File: config.mk
export PLATFORM = sky130hd
export DESIGN_NAME = mac2_arbiter
export DESIGN_NICKNAME = d
export VERILOG_FILES = /design/src/rtl/mac2_arb_pkg.sv /design/src/rtl/ice40_2mac8x8.sv /design/src/rtl/mac2_arbiter.sv
export SDC_FILE = /design/constraint.sdc
export NUM_CORES = 1
export LEC_CHECK = 0
export ABC_AREA = 1
export CAP_MARGIN = 40
export CORE_ASPECT_RATIO = 2
export CORE_UTILIZATION = 47
export CTS_CLUSTER_DIAMETER = 150
export CTS_CLUSTER_SIZE = 40
export DETAILED_ROUTE_END_ITERATION = 12
export GPL_TIMING_DRIVEN = 0
export MAX_ROUTING_LAYER = met4
export PLACE_DENSITY = 0.82
export SLEW_MARGIN = 20
export SYNTH_ARGS = -nofsm -noshare
export SYNTH_HDL_FRONTEND = slang
export SYNTH_SLANG_ARGS = --single-unit
File: constraint.sdc
create_clock -name clock -period 8.43 [get_ports clock]
set_clock_uncertainty 0.1 [all_clocks]
set_input_delay 1.686 -clock clock [delete_from_list [all_inputs] [get_ports clock]]
set_output_delay 1.686 -clock clock [all_outputs]
set_load 0.02 [all_outputs]
File: src/rtl/mac2_arb_pkg.sv
// Shared types and helpers for the dual-lane multiply-add arbiter.
//  MAX_REQ     largest supported requester count (sizes the scan vector)
//  ID_W        width of a requester id / round-robin pointer
//  LANES       number of MAC lanes fed per clock
//  lane_tag_t  {vld, id}, the owner of a lane's operation
//  rr_pick2    round-robin selection of up to two requesters
package mac2_arb_pkg;

  localparam int MAX_REQ = 8;
  localparam int ID_W    = 3;
  localparam int LANES   = 2;

  typedef struct packed {
    logic            vld;
    logic [ID_W-1:0] id;
  } lane_tag_t;

  typedef lane_tag_t [LANES-1:0] lane_pair_t;

  // Scans ptr, ptr+1, ... modulo MAX_REQ. Callers zero the bits at or above
  // their requester count, so the visiting order matches a scan modulo the
  // real count as long as ptr stays below that count.
  // Element [0] is the first valid requester, element [1] the second.
  function automatic lane_pair_t rr_pick2(input logic [MAX_REQ-1:0] valid,
                                          input logic [ID_W-1:0]    ptr);
    lane_pair_t      pick;
    logic [ID_W-1:0] idx;
    pick = '0;
    for (int k = 0; k < MAX_REQ; k++) begin
      idx = ptr + ID_W'(k);
      if (valid[idx]) begin
        if (!pick[0].vld) begin
          pick[0].vld = 1'b1;
          pick[0].id  = idx;
        end else if (!pick[1].vld) begin
          pick[1].vld = 1'b1;
          pick[1].id  = idx;
        end
      end
    end
    return pick;
  endfunction

endpackage

File: src/rtl/ice40_2mac8x8.sv
// Dual-lane 8x8 multiply-add unit with registered inputs.
// Each lane computes y = s + a*b (sub = 0) or y = s - a*b (sub = 1), modulo 2^16.
// Operands are registered on the clock edge; y is combinational from those
// registers, so y is valid in the cycle after the operands are presented.
//  clock, reset           rising-edge clock, synchronous active-high reset
//  a0, b0, s0, sub0       lane 0 operands
//  a1, b1, s1, sub1       lane 1 operands
//  y0, y1                 lane results
//  SIGNED                 1 = a, b are two's complement, 0 = unsigned
module ice40_2mac8x8 #(
  parameter bit SIGNED = 1'b0
) (
  input  logic        clock,
  input  logic        reset,
  input  logic [7:0]  a0,
  input  logic [7:0]  b0,
  input  logic [15:0] s0,
  input  logic        sub0,
  input  logic [7:0]  a1,
  input  logic [7:0]  b1,
  input  logic [15:0] s1,
  input  logic        sub1,
  output logic [15:0] y0,
  output logic [15:0] y1
);

  logic [7:0]  a0_q, b0_q, a1_q, b1_q;
  logic [15:0] s0_q, s1_q;
  logic        sub0_q, sub1_q;

  always_ff @(posedge clock) begin
    if (reset) begin
      a0_q   <= '0;
      b0_q   <= '0;
      s0_q   <= '0;
      sub0_q <= 1'b0;
      a1_q   <= '0;
      b1_q   <= '0;
      s1_q   <= '0;
      sub1_q <= 1'b0;
    end else begin
      a0_q   <= a0;
      b0_q   <= b0;
      s0_q   <= s0;
      sub0_q <= sub0;
      a1_q   <= a1;
      b1_q   <= b1;
      s1_q   <= s1;
      sub1_q <= sub1;
    end
  end

  // Extending both operands to 16 bits and keeping the low 16 bits of the
  // product gives the exact product modulo 2^16 in either interpretation.
  function automatic logic [15:0] ext8(input logic [7:0] v);
    return SIGNED ? {{8{v[7]}}, v} : {8'h00, v};
  endfunction

  function automatic logic [15:0] mac(input logic [7:0] a, input logic [7:0] b,
                                      input logic [15:0] s, input logic sub);
    logic [15:0] p;
    p = ext8(a) * ext8(b);
    return sub ? (s - p) : (s + p);
  endfunction

  assign y0 = mac(a0_q, b0_q, s0_q, sub0_q);
  assign y1 = mac(a1_q, b1_q, s1_q, sub1_q);

endmodule

File: src/rtl/mac2_arbiter.sv
// Shares one dual-lane multiply-add unit among NREQ requesters.
// Up to two requests are granted per clock (one per lane) in round-robin
// order; each result returns to its owner exactly two cycles after the grant.
//  clock, reset   rising-edge clock, synchronous active-high reset
//  req_valid[i]   requester i presents an operation
//  req_ready[i]   requester i is granted this cycle (combinational)
//  req_a, req_b   8-bit operands, requester i at [8i+:8]
//  req_s          16-bit addend, requester i at [16i+:16]
//  req_sub[i]     1 = s - a*b, 0 = s + a*b
//  rsp_valid[i]   one-cycle pulse: result for requester i
//  rsp_y          result for requester i at [16i+:16], held between pulses
//
// Handshake: an operation transfers in any cycle where req_valid[i] and
// req_ready[i] are both high. A requester keeps valid and its operands stable
// until it sees ready, and may present a new operation in the next cycle.
// Responses have no backpressure; rsp_valid is a single-cycle pulse.
module mac2_arbiter
  import mac2_arb_pkg::*;
#(
  parameter int NREQ   = 4,
  parameter bit SIGNED = 1'b0
) (
  input  logic              clock,
  input  logic              reset,
  input  logic [NREQ-1:0]   req_valid,
  output logic [NREQ-1:0]   req_ready,
  input  logic [NREQ*8-1:0] req_a,
  input  logic [NREQ*8-1:0] req_b,
  input  logic [NREQ*16-1:0] req_s,
  input  logic [NREQ-1:0]   req_sub,
  output logic [NREQ-1:0]   rsp_valid,
  output logic [NREQ*16-1:0] rsp_y
);

  logic [ID_W-1:0]    ptr;
  logic [MAX_REQ-1:0] valid_pad;
  lane_pair_t         pick;
  lane_tag_t          tag_q [LANES];

  logic [7:0]  lane_a   [LANES];
  logic [7:0]  lane_b   [LANES];
  logic [15:0] lane_s   [LANES];
  logic        lane_sub [LANES];
  logic [15:0] mac_y    [LANES];

  // Nothing is granted while reset is high.
  always_comb begin
    valid_pad = '0;
    if (!reset) valid_pad[NREQ-1:0] = req_valid;
  end

  assign pick = rr_pick2(valid_pad, ptr);

  always_comb begin
    req_ready = '0;
    for (int i = 0; i < NREQ; i++) begin
      req_ready[i] = (pick[0].vld && (pick[0].id == ID_W'(i))) ||
                     (pick[1].vld && (pick[1].id == ID_W'(i)));
    end
  end

  // Idle lanes feed zeros so the MAC sees a quiet input.
  always_comb begin
    for (int l = 0; l < LANES; l++) begin
      lane_a[l]   = '0;
      lane_b[l]   = '0;
      lane_s[l]   = '0;
      lane_sub[l] = 1'b0;
      for (int i = 0; i < NREQ; i++) begin
        if (pick[l].vld && (pick[l].id == ID_W'(i))) begin
          lane_a[l]   = req_a[8*i +: 8];
          lane_b[l]   = req_b[8*i +: 8];
          lane_s[l]   = req_s[16*i +: 16];
          lane_sub[l] = req_sub[i];
        end
      end
    end
  end

  function automatic logic [ID_W-1:0] next_ptr(input logic [ID_W-1:0] id);
    return (id == ID_W'(NREQ-1)) ? '0 : id + 1'b1;
  endfunction

  // The pointer moves past the last requester served; lane 1 is only ever
  // granted together with lane 0, and it is the later one in scan order.
  always_ff @(posedge clock) begin
    if (reset) begin
      ptr <= '0;
    end else if (pick[1].vld) begin
      ptr <= next_ptr(pick[1].id);
    end else if (pick[0].vld) begin
      ptr <= next_ptr(pick[0].id);
    end
  end

  // Tags travel alongside the MAC input registers so they line up with y.
  always_ff @(posedge clock) begin
    for (int l = 0; l < LANES; l++) begin
      if (reset) tag_q[l] <= '0;
      else       tag_q[l] <= pick[l];
    end
  end

  ice40_2mac8x8 #(
    .SIGNED (SIGNED)
  ) u_mac (
    .clock (clock),
    .reset (reset),
    .a0    (lane_a[0]),
    .b0    (lane_b[0]),
    .s0    (lane_s[0]),
    .sub0  (lane_sub[0]),
    .a1    (lane_a[1]),
    .b1    (lane_b[1]),
    .s1    (lane_s[1]),
    .sub1  (lane_sub[1]),
    .y0    (mac_y[0]),
    .y1    (mac_y[1])
  );

  always_ff @(posedge clock) begin
    if (reset) begin
      rsp_valid <= '0;
      rsp_y     <= '0;
    end else begin
      rsp_valid <= '0;
      for (int l = 0; l < LANES; l++) begin
        for (int i = 0; i < NREQ; i++) begin
          if (tag_q[l].vld && (tag_q[l].id == ID_W'(i))) begin
            rsp_valid[i]       <= 1'b1;
            rsp_y[16*i +: 16]  <= mac_y[l];
          end
        end
      end
    end
  end

  // The arbiter never hands both lanes to one requester.
  lane_conflict_a: assert property (@(posedge clock) disable iff (reset)
    !(tag_q[0].vld && tag_q[1].vld && (tag_q[0].id == tag_q[1].id)));

endmodule
==> results.yml, run 1 <==
outcome:
  status: "completed"
clock_tree:
  clock-sinks: 145
  cts_made_buffers: 17
  clockRootBuffer: "clkbuf_16"
  clk_latency_ns: 0.45
  clock_path_buffers: 2
  cts_tree: "done"
  ctsHoldBuffers: 0
  htreeDepth: 4
  clk_pin_slew_ns: 0.06
floorplanning:
  dieArea_sq_um: 32600
  fp.coreArea_sq_um: 31400
  start_util_pct: 47.6
  core.rowCount: 92
  pin_count: 210
  dieHeight_microns: 254
  die_x_microns: 128
route:
  remaining_drc_errors: 0
  routed_via_density: 5.47
  vias: 16554
  drtAntennaViolNets: 0
  drtPass1Iterations: 6
  avgRoutedWirePerCell_microns: 18.5
  wl_met3_microns: 3240
  drt_wl_total_microns: 55900
  wl_met2_microns: 29200
  maxUsedRoutingLayer: "met4"
  wl_met1_microns: 18700
  drtIter0Drc: 1271
setup_path:
  cp_top_family: "buffers and inverters"
  cp-end-kind: "output port"
  r2r_end: "rsp_y[15]"
  worst-setup-path-type: "primary input to output port"
  r2r_cells: 31
  slowest_delay_ns: 0.66
  cp_slowest_cell: "clkdlybuf4s50_1"
  crit_path_start: "reset"
  r2r_slack_ns: 1.49
  r2r_start: "u_mac.a0_q[4]"
  critPathMaxFanout: 10
  crit_required_ns: 6.64
  path_depth: 24
  path_cells: "dlygate4sd2_1 > inv_2 > buf_6 > nand3_1 > nand3_1 > nand3_2 > nand3_2 > nor2_4 > nand3_2 > inv_2 > nand2_2 > nand2_1 > inv_1 > nand2_1 > nand2_1 > nand2_1 > nand2_1 > inv_1 > ha_1 > clkbuf_1 > inv_2 > clkbuf_1 > o22ai_1 > clkdlybuf4s50_1"
  cp_num_buf_inv: 10
  worstPathArrival_ns: 6.30
  startpoint_type: "primary input"
  cpMostUsedCell: "nand2_1"
finish:
  final_cell_mix: "nand2_1 (716), inv_1 (451), nand3_1 (278)"
  mostFrequentLayoutCell: "nand2_1"
  area_delta_synth_final_pct: 21.4
  drive_gt1_share_pct: 3.76
  nNetsFinal: 2919
logic_synthesis:
  ys_async_sr_fraction_pct: 0
  syn_inst: 2362
  synthTopCellsByArea: "dfxtp_1 (19%), nand2_1 (18%), inv_1 (11%), fa_1 (9.9%), ha_1 (9.7%)"
  yosysUniqueCellTypes: 45
  synth_top_area_cell: "dfxtp_1"
  seq_area_frac_synth_pct: 19.4
  yosys_warnings: 0
  synth_edf_count: 0
  synth-seq-cells: 145
  avgSynthCellArea_sq_um: 6.33
  synth_top_flop_cell: "dfxtp_1"
  synth_top_area_share_pct: 19.4
  synthesis.area_sq_um: 15000
sta:
  finalSetupTns_ns: 0
  hold_violations: 0
  finalMaxSlewViolations: 0
  fmax_mhz: 124
  worst_slack_ns: 0.348
  worstMarginPinSlew_ns: 0.842
  finalCritPeriodShare_pct: 95.9
  period_minus_slack_ns: 8.08
  rsz0062_at_grt: "no"
  finalSetupViolCount: 0
  timing.slew.headroom_pct: 43.7
placed_design:
  gp_congestion: 0.977
  port_buffers: 209
  place_ws_ns: 0.00719
  dp_hpwl_microns: 46100
hold_path:
  hold_path.startpoint: "rsp_y[33]"
  holdPathStages: 2
  min_to: "rsp_y[33]"
  min_path_type: "flop to flop"
global_routing:
  antenna_found_initial: 1
  grt_pass1_vias: 16660
  overflow: 0
  grt_pass1_wl_microns: 85500
  grt_util_all_layers_pct: 35.8
  grt_start_max_net_pins: 17
job:
  cap_violations: 0
==> how the worst max path moves through the flow <==
stage / to / slack [ns]
2_1_floorplan: req_ready[1] / 2.32
3_3_place_gp: req_ready[1] / 0.03
3_5_place_dp: req_ready[1] / 0.007
4_1_cts: req_ready[1] / 0.26
5_1_grt: req_ready[1] / 0.21
6_report: req_ready[1] / 0.35
==> metrics by stage <==
step                      instance area (sq um)  hold slack (ns)  instances  utilization, %
after floorplan                           15000            0.445       2363               -
after global placement                    17600            0.354       2995            56.0
after detailed placement                  17600            0.358       2995            56.0
after CTS                                 18200            0.368       3027            57.8
after global routing                      18200            0.393       3028            57.8
final                                     18200            0.367       3028            57.8
==> cell type report <==
class,count,area [sq um]
Fill cell,3070,13300
Multi-Input combinational cell,1649,9830
Sequential cell,145,2900
Timing Repair Buffer,209,2090
Inverter,462,1730
Tap cell,423,529
Buffer,107,493
Clock buffer,21,450
Clock inverter,11,128
Antenna cell,1,2.50
==> sequential cells by signal, summed over array words and instances (netlist names) <==
signal / cells
tag_q: 8
u_mac.b0_q: 8
u_mac.sub1_q: 1
u_mac.a0_q: 8
u_mac.a1_q: 8
u_mac.s0_q: 16
rsp_y: 64
rsp_valid: 4
u_mac.s1_q: 16
u_mac.b1_q: 8
ptr: 3
u_mac.sub0_q: 1
==> what timing repair did <==
action | in CTS | in global routing
setup endpoints to repair | 1 | 1
setup buffers | 0 | 0
resized for setup | 1 | 1
==> Yosys cell counts, types with 2 or more instances <==
master     count
a211oi_1       2
o211ai_1      45
nor3_1        14
a21o_1         3
or2_2          6
buf_4          3
fa_1          74
o21a_1         2
buf_6          6
o2bb2ai_1     11
o21ai_1       10
a21oi_1       42
nor2_1        99
nor2_4         3
nor3b_1        3
nand2_1      716
inv_1        451
ha_1         116
xor2_1        41
clkbuf_1      69
dfxtp_1      145
a31oi_1       12
nand3_2        4
o22ai_1        3
inv_2          8
a22oi_1        3
clkinv_1       3
xnor2_1       14
o31ai_1        3
nand3b_1       6
a21bo_2        2
nand4_1       49
o21ai_0       63
o221ai_1      11
buf_2         28
nand2_2        6
nand3_1      278
==> kinds of logic after synthesis <==
| kind of cell | after synthesis | share of synthesized area (%) |
|---|---|---|
| AOI/OAI and AO/OA | 216 | 9.03 |
| and+or+nand+nor | 1186 | 33.8 |
| DFF | 145 | 19.4 |
| adders and majority gates | 190 | 19.6 |
| xor gates and xnor gates | 55 | 3.22 |
| buffers and inverters | 569 | 14.9 |
| other | 1 | 0.0251 |
==> layer usage <==
layer / up-vias / track usage (%)
li1: 7861 / -
met4: 0 / 28.4
met5: - / -
met3: 264 / 3.78
met2: 879 / 65.8
met1: 7550 / 33.4
==> worst min-delay path: cells and delay by family, from the launching register on <==
| family | cells | cell delay [ns] |
|---|---|---|
| AOI/OAI and AO/OA | 1 | 0.05 |
| DFF | 1 | 0.31 |
| and+or+nand+nor | 1 | 0.06 |
Power of run 1 is left out: the tool's default activity adds up to more than one toggle a clock period on the data nets, which glitch-free logic cannot reach.
==> inputs of run 2 (changes only) <==
Settings changed: CORE_ASPECT_RATIO 2 to 1.5, DONT_BUFFER_PORTS set to 1, GPL_TIMING_DRIVEN 0 to not set, PLACE_DENSITY 0.82 to 0.74.
==> results.yml, run 2 (synthesis gave the netlist of run 1 again) <==
outcome:
  status: "completed"
setup_path:
  path_cells: "inv_2 > nand3_1 > nand3_1 > nand2_1 > nor2_1 > nand3_1 > o211ai_1 > o211ai_1 > o21ai_0 > o211ai_1 > nand2_1 > nand2_1 > ha_1 > inv_1 > nor2_2 > buf_4 > inv_2 > nand2_1"
  cp_num_buf_inv: 4
  r2r_start: "u_mac.a1_q[4]"
  critPathMaxFanout: 34
  crit_path_end: "req_ready[3]"
  r2r_slack_ns: 1.92
  cpMostUsedCell: "nand2_1"
  r2r_end: "rsp_y[46]"
  crit_path_start: "reset"
  r2r_cells: 30
  slowest_delay_ns: 0.59
  cp_slowest_cell: "inv_2"
  worst-setup-path-type: "primary input to output port"
  path_depth: 18
  worstPathArrival_ns: 4.87
  crit_required_ns: 6.64
  cp-end-kind: "output port"
  cp_top_family: "simple AND/OR/NAND/NOR gates"
  startpoint_type: "primary input"
clock_tree:
  clockRootBuffer: "clkbuf_16"
  clk_latency_ns: 0.45
  htreeDepth: 4
  clk_pin_slew_ns: 0.06
  ctsResizeCount: 0
  cts_tree: "done"
  cts_setup_buffers: 0
  clock_path_buffers: 2
  ctsHoldBuffers: 0
  cts_made_buffers: 17
  clock-sinks: 145
floorplanning:
  dieArea_sq_um: 32600
  fp.coreArea_sq_um: 31100
  dieHeight_microns: 221
  pin_count: 210
  die_x_microns: 148
  start_util_pct: 48.0
  core.rowCount: 79
sta:
  hold_violations: 0
  finalSetupTns_ns: 0
  period_minus_slack_ns: 6.65
  rsz0062_at_grt: "no"
  fmax_mhz: 150
  timing.slew.headroom_pct: 43.2
  finalMaxSlewViolations: 0
  worstMarginPinSlew_ns: 0.851
  finalCritPeriodShare_pct: 78.9
  worst_hold_slack_ns: 0.481
  finalSetupViolCount: 0
route:
  vias: 14973
  remaining_drc_errors: 0
  avgRoutedWirePerCell_microns: 17.3
  drtAntennaViolNets: 0
  routed_via_density: 5.53
  drt_wl_total_microns: 46900
  drtIter0Drc: 1106
  drtPass1Iterations: 6
global_routing:
  grt_pass1_vias: 14608
  grt_start_max_net_pins: 74
  grt_util_all_layers_pct: 30.1
  overflow: 0
  grt_pass1_wl_microns: 74000
  antenna_found_initial: 0
finish:
  area_delta_synth_final_pct: 5.01
  top_regs: "rsp_y: 64 flops, u_mac.s0_q: 16 flops, u_mac.s1_q: 16 flops"
  final_cell_mix: "nand2_1 (716), inv_1 (451), nand3_1 (278)"
  n_antenna_cell: 0
  largest_reg_flops: 64
  mostFrequentLayoutCell: "nand2_1"
  final_cell_area_sq_um: 15700
  drive_gt1_share_pct: 3.56
  fillers: 3176
  largest_register: "rsp_y"
  nNetsFinal: 2620
  fin_util_pct: 50.5
placed_design:
  port_buffers: 0
  dp_hpwl_microns: 36100
  placed_cell_area_sq_um: 15100
  gp_congestion: 0.926
hold_path:
  min_path_type: "flop to flop"
job:
  cap_violations: 0
==> run 2: cell count changes in the layout (fill, tap and decap cells not counted), sizes merged <==
cell / change
clkbuf: -71
diode: -1
clkdlybuf4s50: -208
clkinvlp: -1
dlygate4sd2: -1
inv: +2
buf: -21
==> run 2: final cells by class <==
type	count	area, sq um	area share [%]
multi-input cells	1649	9840	62.6
flip-flops and latches	145	2900	18.5
inverters	462	1730	11.0
well taps	405	507	3.23
clock buffers	19	453	2.88
clock inverters	12	144	0.916
repair buffers	17	128	0.812
==> run 2: tightest hold or removal path: stages, from the launching register on <==
cell and delay, ns:
dfxtp_1 0.39, nand2_1 0.10, a21oi_1 0.05
==> run 2: worst min-delay path by stage <==
stage                         start        end  slack (ns)  cells after the start
final                     rsp_y[33]  rsp_y[33]        0.48                      2
after global placement    rsp_y[32]  rsp_y[32]        0.48                      2
after CTS                 rsp_y[33]  rsp_y[33]        0.49                      2
after detailed placement  rsp_y[33]  rsp_y[33]        0.48                      2
after global routing      rsp_y[32]  rsp_y[32]        0.53                      2
after floorplan           rsp_y[32]  rsp_y[32]        0.45                      2
==> run 2: stage by stage <==
| step | setup slack, ns | std cells |
|---|---|---|
| finish | 1.78 | 2709 |
| global route | 1.49 | 2709 |
| CTS | 1.84 | 2709 |
| detailed placement | 1.86 | 2678 |
| global placement | 1.90 | 2678 |
| floorplan | 2.32 | 2363 |
==> run 2: per-layer routing <==
layer,up-vias,part of all wire [%],GRT usage [%]
li1,7257,-,-
met1,6870,38,33.3
met2,688,50,52.7
met3,158,8.2,5.01
met4,0,4.1,14.1
met5,-,0,-
Power of run 2 is left out for the same reason.
==> inputs of run 3 (changes only) <==
Settings changed: PLACE_DENSITY 0.74 to 0.76.
Clock period 8.43 ns to 5.4 ns, I/O delays scaled along.
==> results.yml, run 3 (synthesis gave the netlist of run 1 again) <==
outcome:
  status: "finished with violations"
  failed_checks: "setup timing"
floorplanning:
  start_util_pct: 48.0
  die_x_microns: 148
  pin_count: 210
  core.rowCount: 79
  fp.coreArea_sq_um: 31100
  dieHeight_microns: 221
  dieArea_sq_um: 32600
placed_design:
  gp_congestion: 0.999
  dp_hpwl_microns: 41800
  port_buffers: 0
  place.detailed.instances: 2848
  place_ws_ns: -0.627
finish:
  fillers: 2898
  finalNonFillerCells: 2910
  area_delta_synth_final_pct: 23.9
  largest_reg_flops: 64
  mostFrequentLayoutCell: "nand2_1"
  final_cell_mix: "nand2_1 (653), inv_1 (419), nand3_1 (251)"
  fin_util_pct: 59.5
  nNetsFinal: 2820
  n_antenna_cell: 0
  top_regs: "rsp_y: 64 flops, u_mac.s0_q: 16 flops, u_mac.s1_q: 16 flops"
  drive_gt1_share_pct: 21.3
  largest_register: "rsp_y"
sta:
  fmax_mhz: 166
  period_minus_slack_ns: 6.01
  worst_slack_ns: -0.610
  finalMaxSlewViolations: 0
  rsz0062_at_grt: "yes"
  hold_violations: 0
  finalSetupTns_ns: -7.53
  worstMarginPinSlew_ns: 0.849
  finalSetupViolCount: 30
  timing.slew.headroom_pct: 42.8
  finalCritPeriodShare_pct: 111
clock_tree:
  clockRootBuffer: "clkbuf_16"
  cts_made_buffers: 17
  htreeDepth: 4
  clock-sinks: 145
  cts_tree: "done"
  clk_pin_slew_ns: 0.08
  clock_path_buffers: 2
  ctsHoldBuffers: 0
  clk_latency_ns: 0.44
job:
  cap_violations: 0
hold_path:
  min_path_type: "flop to flop"
route:
  drtAntennaViolNets: 0
  avgRoutedWirePerCell_microns: 18.6
  drt_wl_total_microns: 54200
  remaining_drc_errors: 0
  routed_via_density: 5.59
  vias: 16268
  drtIter0Drc: 1020
  drtPass1Iterations: 5
global_routing:
  grt_pass1_wl_microns: 85000
  antenna_found_initial: 0
  grt_util_all_layers_pct: 34.5
  grt_start_max_net_pins: 67
  overflow: 0
  grt_pass1_vias: 16378
setup_path:
  slowest_delay_ns: 0.53
  cp_slowest_cell: "fa_1"
  crit_required_ns: 5.64
  cpMostUsedCell: "inv_1"
  cp-end-kind: "flop"
  worstPathArrival_ns: 6.25
  worst-setup-path-type: "flop to flop"
  startpoint_type: "flop"
  critPathMaxFanout: 5
==> run 3: cell count changes in the layout (fill, tap and decap cells not counted), sizes merged <==
cell / delta
bufinv: -2
clkinv: +1
inv: +3
clkbuf: -2
clkinvlp: +1
buf: +200
==> run 3: worst max-delay path, delay by kind of cell (launching register included) <==
family | cells | cell delay [ns]
AO/OA/AOI/OAI | 6 | 1.21
XOR/XNOR | 1 | 0.16
adder cells (fa/ha/maj) | 6 | 2.37
buffers and inverters | 8 | 0.63
flip-flops | 1 | 0.37
AND/OR/NAND/NOR | 9 | 1.05
==> run 3: worst paths after layout <==
path | from | end | slack (ns) | cells past startpoint
min reg2reg | rsp_y[32] | rsp_y[32] | 0.47 | 2
min | rsp_y[32] | rsp_y[32] | 0.47 | 2
max reg2reg | u_mac.a0_q[1] | rsp_y[63] | -0.61 | 30
max | u_mac.a0_q[1] | rsp_y[63] | -0.61 | 30
==> run 3: through the flow <==
stage / hold slack, ns / cell area (sq um)
final: 0.474 / 18500
after global routing: 0.494 / 18500
after CTS: 0.474 / 17600
after detailed placement: 0.464 / 16600
after global placement: 0.459 / 16600
after floorplan: 0.445 / 15200
==> run 3: per-layer routing <==
| metal | vias up | routed length (microns) | global-route usage, % |
|---|---|---|---|
| met5 | - | 0 | - |
| li1 | 7673 | - | - |
| met3 | 232 | 3930 | 6.19 |
| met4 | 0 | 3730 | 20.5 |
| met1 | 7604 | 19100 | 35.1 |
| met2 | 759 | 27500 | 61.9 |
==> run 3: timing repair <==
item,CTS,global route
buffers inserted,10,20
resized for setup,123,193
pin swaps,67,74
setup endpoints to repair,36,37
==> run 3: cell type report <==
cell class	count	area, sq um	share of cell area, %
clock buffer	17	425	2.30
clock inverter	15	139	0.749
inverter	462	1740	9.37
multi-input combinational	1649	11000	59.6
sequential	145	2970	16.0
tap	405	507	2.73
timing repair buffer	217	1710	9.24
Power of run 3 is left out for the same reason.
==> edit 1 (settings of run 3) <==
Take the reset off `s0_q` and load it in a clocked block of its own.
--- a/src/rtl/ice40_2mac8x8.sv
+++ b/src/rtl/ice40_2mac8x8.sv
@@ -32,7 +32,6 @@
     if (reset) begin
       a0_q   <= '0;
       b0_q   <= '0;
-      s0_q   <= '0;
       sub0_q <= 1'b0;
       a1_q   <= '0;
       b1_q   <= '0;
@@ -41,13 +40,16 @@
     end else begin
       a0_q   <= a0;
       b0_q   <= b0;
-      s0_q   <= s0;
       sub0_q <= sub0;
       a1_q   <= a1;
       b1_q   <= b1;
       s1_q   <= s1;
       sub1_q <= sub1;
     end
+  end
+
+  always_ff @(posedge clock) begin
+    s0_q <= s0;
   end
 
   // Extending both operands to 16 bits and keeping the low 16 bits of the
Function: not settled (the Yosys comparison gave no result); the edit may change what the design does.
==> edit 1 against run 3 <==
  * The flow still finishes with violations (negative setup slack)
  * Cell count up 1.5%
  * Synthesized area down 0.33%
  * Final area up 3.1%
  * Count of clock-buffer cells in the layout up 1
  * Worst hold slack better by 0.0020 ns
  * Setup slack better by 0.094 ns
  * Die area down 0.33%
  * Sequential cell count unchanged
  * Synthesized cell count up 0.51%
  * Routed wire length up 2.2%
  * Critical path type unchanged
Power is left out: the tool's default activity adds up to more than one toggle a clock period on the data nets, which glitch-free logic cannot reach.
==> edit 1: results (changes against run 3) <==
- Run status: complete, but fails checks
- Failing checks: negative setup slack
- Complex-gate fraction of the synthesized area: 9.94% (+0.90 points)
- Final Wtd Congestion: 1.05 (+4.8%)
- Largest cells by area after synthesis: dfxtp_1 (19%), nand2_1 (18%), inv_1 (11%)
- CTS buffer count: 17 (unchanged)
- Setup WS post-layout: -0.516 ns (+0.0944 ns)
- Clock Path Buffers: 2 (unchanged)
- YS warnings: 0 (unchanged)
- Global routing usage on met2: 61.8% (-0.063 points)
- Worst-path clk slew: 0.07 ns
- Vias/cell: 5.57 (-0.35%)
- Netlist cell types: 48 (+6.7%)
- Post-synthesis adder-cell area fraction: 19.7% (+0.066 points)
- Main synth FF type: dfxtp_1
- Vias in the first global route: 16400 (+0.21%)
- DR WL met3: 4010 µm (+1.9%)
- Global-route wire length before repair: 84200 µm (-0.88%)
- CTS H-tree depth: 4 (unchanged)
- Wl on met1: 18700 µm (-1.7%)
- Initial DRC Count: 1149 (+13%)
- Initial antenna violation count: 0 (unchanged)
- Final instance count without filler cells: 2955 (+1.5%)
- Mux contribution to synthesized area: 0% (unchanged)
- Share of layout cells above drive strength 1: 24.0% (+2.7 points)
- WP data arrival: 6.21 ns (-0.04 ns)
- GRT met3 Usage: 6.82% (+0.64 points)
- CP max stage cell: fa_1
- CP top delay family: adder cells
- Top flop regs: rsp_y x64, u_mac.s0_q x16, u_mac.s1_q x16
- Top Layer Used: met4
- DR WL/cell: 18.7 µm (+0.64%)
- Largest net degree at the start of global routing: 67 (unchanged)
- Post-Synth XOR/XNOR Area: 3.23% (+0.011 points)
- Cells after DPL: 2882 (+1.2%)
- CP peak stage delay: 0.56 ns (+0.03 ns)
- CTS root buf: clkbuf_16
- Met2 routed WL: 28000 µm (+1.8%)
- Final setup vio count: 29 (-3.3%)
- HP Class: reg -> reg
- DR pass1 iterations: 6 (+1)
- DP HPWL: 41400 µm (-1.0%)
- CP Max Fanout: 4 (-1)
- Tot GR Track Use: 34.6% (about the same)
- Synth Instances: 2374 (+0.51%)
- GRT met1 Usage: 32.9% (-2.2 points)
- Clk_lat worst skew: 0.45 ns
- Placed cell areas: 0.0167 mm² (+0.52%)
- Ant diodes: 0 (unchanged)
- Seq/Total Area, Yosys: 19.5% (+0.065 points)
- Synth top cells by count: nand2_1 (723), inv_1 (449), nand3_1 (252), dfxtp_1 (145), nor2_1 (121)
- IO Port Bufs: 0 (unchanged)
- Rel. slew slack: 45.4% (+2.6 points)
- Asr flop ratio synth: 0% (unchanged)
## edit 1: cell count changes in the layout (fill, tap and decap cells not counted), moves of 12 or more
cell | run 3 | this run
nor2_1 | 77 | 99
nand3_1 | 251 | 212
buf_4 | 196 | 221
o21ai_1 | 17 | 58
o211ai_1 | 45 | 21
a21oi_1 | 18 | 36
nand4_1 | 49 | 17
inv_1 | 419 | 405
nand3_2 | 28 | 40
nand2_4 | 13 | 25
## edit 1: repair_timing
| action | 4_1_cts | 5_1_grt |
|---|---|---|
| setup buffers | 27 | 19 |
| gates cloned | 0 | 0 |
| gates resized for setup | 221 | 173 |
| setup endpoints to repair | 36 | 44 |
| pin swaps | 111 | 95 |
| hold endpoints to repair | 0 | 0 |
| hold buffers | 0 | 0 |
## edit 1: final cells by class
type / instances / area [µm²]
Sequential cell: 145 / 2980
Clock buffer: 18 / 429
Timing Repair Buffer: 243 / 1920
Clock inverter: 14 / 156
Inverter: 459 / 1730
Fill cell: 2779 / 12000
Multi-Input combinational cell: 1671 / 11400
Tap cell: 405 / 507
## edit 1: worst paths after layout
kind	end	from	slack (ns)	cells past startpoint
worst min-delay path	rsp_y[17]$_SDFFE_PP0P_	rsp_y[17]$_SDFFE_PP0P_	0.48	2
worst max-delay path	rsp_y[46]$_SDFFE_PP0P_	u_mac.a1_q[2]$_SDFF_PP0_	-0.52	31
worst min register to register	rsp_y[17]$_SDFFE_PP0P_	rsp_y[17]$_SDFFE_PP0P_	0.48	2
worst max register to register	rsp_y[46]$_SDFFE_PP0P_	u_mac.a1_q[2]$_SDFF_PP0_	-0.52	31
## edit 1: stage by stage
step                      worst slack (ns)  TNS (ns)
after floorplan                    0.00122         0
after global placement              -0.687    -13.44
after detailed placement            -0.702    -13.83
after CTS                           -0.400     -4.50
after global routing                -0.760    -14.97
final                               -0.516     -7.50
==> edit 2 (config.mk and constraints of run 3) <==
Made on the original files. Set the parameter `NREQ` to 6 (it was 4).
--- a/src/rtl/mac2_arbiter.sv
+++ b/src/rtl/mac2_arbiter.sv
@@ -17,7 +17,7 @@
 module mac2_arbiter
   import mac2_arb_pkg::*;
 #(
-  parameter int NREQ   = 4,
+  parameter int NREQ   = 6,
   parameter bit SIGNED = 1'b0
 ) (
   input  logic              clock,
Ports: changed (8 resized); port bits go from 210 to 314. The function was not compared with the original's and may differ.
==> edit 2 against run 3 <==
  * The flow still finishes with violations (negative setup slack)
  * Via count rose by 18%
  * Sequential cell count rose by 34
  * Setup slack got worse by 0.28 ns
  * Worst hold slack got worse by 0.0066 ns
  * Synthesized cell count rose by 18%
  * Routed wire length rose by 21%
  * Synthesized area rose by 18%
  * Fmax fell by 4.4%
  * Global-route usage fell by 0.95 points
  * Final area rose by 14%
  * Largest cell class unchanged
Power is left out: the tool's default activity adds up to more than one toggle a clock period on the data nets, which glitch-free logic cannot reach.
==> edit 2: results (changes against run 3) <==
- Hold Startpoint: rsp_y[33]$_SDFFE_PP0P_
- Capturing point of the worst reg2reg path: rsp_y[79]$_SDFFE_PP0P_
- CP peak stage delay: 0.55 ns (+0.02 ns)
- Grt ovf: 0 (unchanged)
- Synth Instances: 2789 (+18%)
- Synth top cells by count: nand2_1 (805), inv_1 (485), nand3_1 (272), dfxtp_1 (179), a21oi_1 (116)
- DR pass1 iterations: 8 (+3)
- Via count: 19300 (+18%)
- Top Layer Used: met4
- HP Class: reg -> reg
- Final instance count without filler cells: 3381 (+16%)
- Crit path from: u_mac.b1_q[7]$_SDFF_PP0_
- WP data arrival: 6.60 ns (+0.35 ns)
- YS warnings: 0 (unchanged)
- Max-slew violation count: 0 (unchanged)
- Share of layout cells above drive strength 1: 17.3% (-4.0 points)
- Placed cell areas: 0.0194 mm² (+17%)
- CTS root buf: clkbuf_16
- CTS H-tree depth: 4 (unchanged)
- Global-route wire length before repair: 98200 µm (+16%)
- Initial DRC Count: 1287 (+26%)
- Wl on met1: 23400 µm (+23%)
- Worst-Margin Slew: 0.895 ns (+0.0458 ns)
- Netlist cell types: 54 (+20%)
- Syn nets: 3179
- Final setup vio count: 44 (+47%)
- IO Port Bufs: 0 (unchanged)
- DR WL met3: 5160 µm (+31%)
- Failing checks: negative setup slack
- Clk_lat worst skew: 0.45 ns
- Largest net degree at the start of global routing: 85 (+27%)
- Hold endpoint: rsp_y[33]$_SDFFE_PP0P_
- CP max stage cell: fa_1
- Main synth FF type: dfxtp_1
- Post-Route WL: 65600 µm (+21%)
- Ant diodes: 0 (unchanged)
- Final nets: 3274 (+16%)
- Tot GR Track Use: 33.6% (-0.95 points)
- Layout fillers: 3425 (+18%)
- Final Wtd Congestion: 0.997 (-0.26%)
- Initial antenna violation count: 0 (unchanged)
- Clock Path Buffers: 2 (unchanged)
- Setup WS post-layout: -0.889 ns (-0.279 ns)
- Seq/Total Area, Yosys: 20.3% (+0.88 points)
- Run status: complete, but fails checks
- Dpl ws: -0.915 ns (-0.289 ns)
- Top flop regs: rsp_y x96, u_mac.s0_q x16, u_mac.s1_q x16
- Largest cells by area after synthesis: dfxtp_1 (20%), nand2_1 (17%), inv_1 (10%)
- Met2 routed WL: 31600 µm (+15%)
- Reg2reg path depth: 32 (+6.7%)
- CTS buffer count: 17 (unchanged)
- CP Max Fanout: 6 (+1)
- DP HPWL: 50200 µm (+20%)
==> edit 2: changes by cell type after synthesis, sizes merged, moves of 14 or more <==
cell / before / now
buf: 38 / 57
o211ai: 45 / 23
o21ai: 73 / 109
nor2: 102 / 120
nand4: 49 / 75
o2bb2ai: 11 / 33
nand2: 723 / 814
or2: 6 / 20
clkbuf: 69 / 96
dfxtp: 145 / 179
inv: 459 / 499
a21oi: 42 / 116
xnor2: 14 / 33
==> edit 2: area by class of cell <==
type                    instances  area, µm²  share of cell area [%]
flip-flops and latches        179       3650                    17.2
multi-input cells            1954      12600                    59.3
repair buffers                229       1810                    8.56
inverters                     503       1900                    8.95
clock inverters                14        213                    1.00
clock buffers                  18        439                    2.07
well taps                     484        606                    2.86
==> edit 2: layer usage <==
metal,up-vias,GRT usage (%)
li1,9023,-
met2,985,56.1
met1,8968,35.5
met3,291,6.20
met5,-,-
met4,0,24.7
==> edit 2: worst max-delay path by stage <==
stage	cells after the start	to	slack [ns]
detailed placement	32	rsp_y[79]$_SDFFE_PP0P_	-0.92
floorplan	34	rsp_y[79]$_SDFFE_PP0P_	-0.42
global route	31	rsp_y[15]$_SDFFE_PP0P_	-1.18
global placement	33	rsp_y[47]$_SDFFE_PP0P_	-0.81
finish	32	rsp_y[79]$_SDFFE_PP0P_	-0.89
CTS	32	rsp_y[79]$_SDFFE_PP0P_	-0.64
==> edit 2: stage by stage <==
stage | setup TNS, ns | util, % | hold WS (ns)
floorplan | -2.79 | - | 0.445
global placement | -25.65 | 52.4 | 0.462
detailed placement | -28.78 | 52.5 | 0.461
CTS | -16.57 | 55.3 | 0.472
global route | -34.71 | 57.4 | 0.495
finish | -23.64 | 57.4 | 0.468
==> edit 2: timing repair <==
action                                  4_1_cts  5_1_grt
resized for setup                            86      131
buffers inserted                             11       13
endpoints found under the setup margin       54       56
pin swaps                                    54       52
gates cloned                                  0        0
==> edit 2: cells by family (layout without fill, tap and decap cells) <==
kind of cell | Yosys count | count (layout) | share of synthesized area (%)
simple gates | 1350 | 1350 | 33.3
buf+inv | 656 | 764 | 14.6
compound gates | 342 | 342 | 11.7
fa+ha+maj | 184 | 184 | 16.2
flops | 179 | 179 | 20.3
xor+xnor | 78 | 78 | 3.91
==> edit 2: worst max-delay path, delay by kind of cell (launching register included) <==
family	cells	cell delay, ns
xor+xnor	2	0.54
simple gates	10	0.84
flops	1	0.38
fa+ha+maj	6	2.43
buf+inv	8	0.65
compound gates	6	1.30
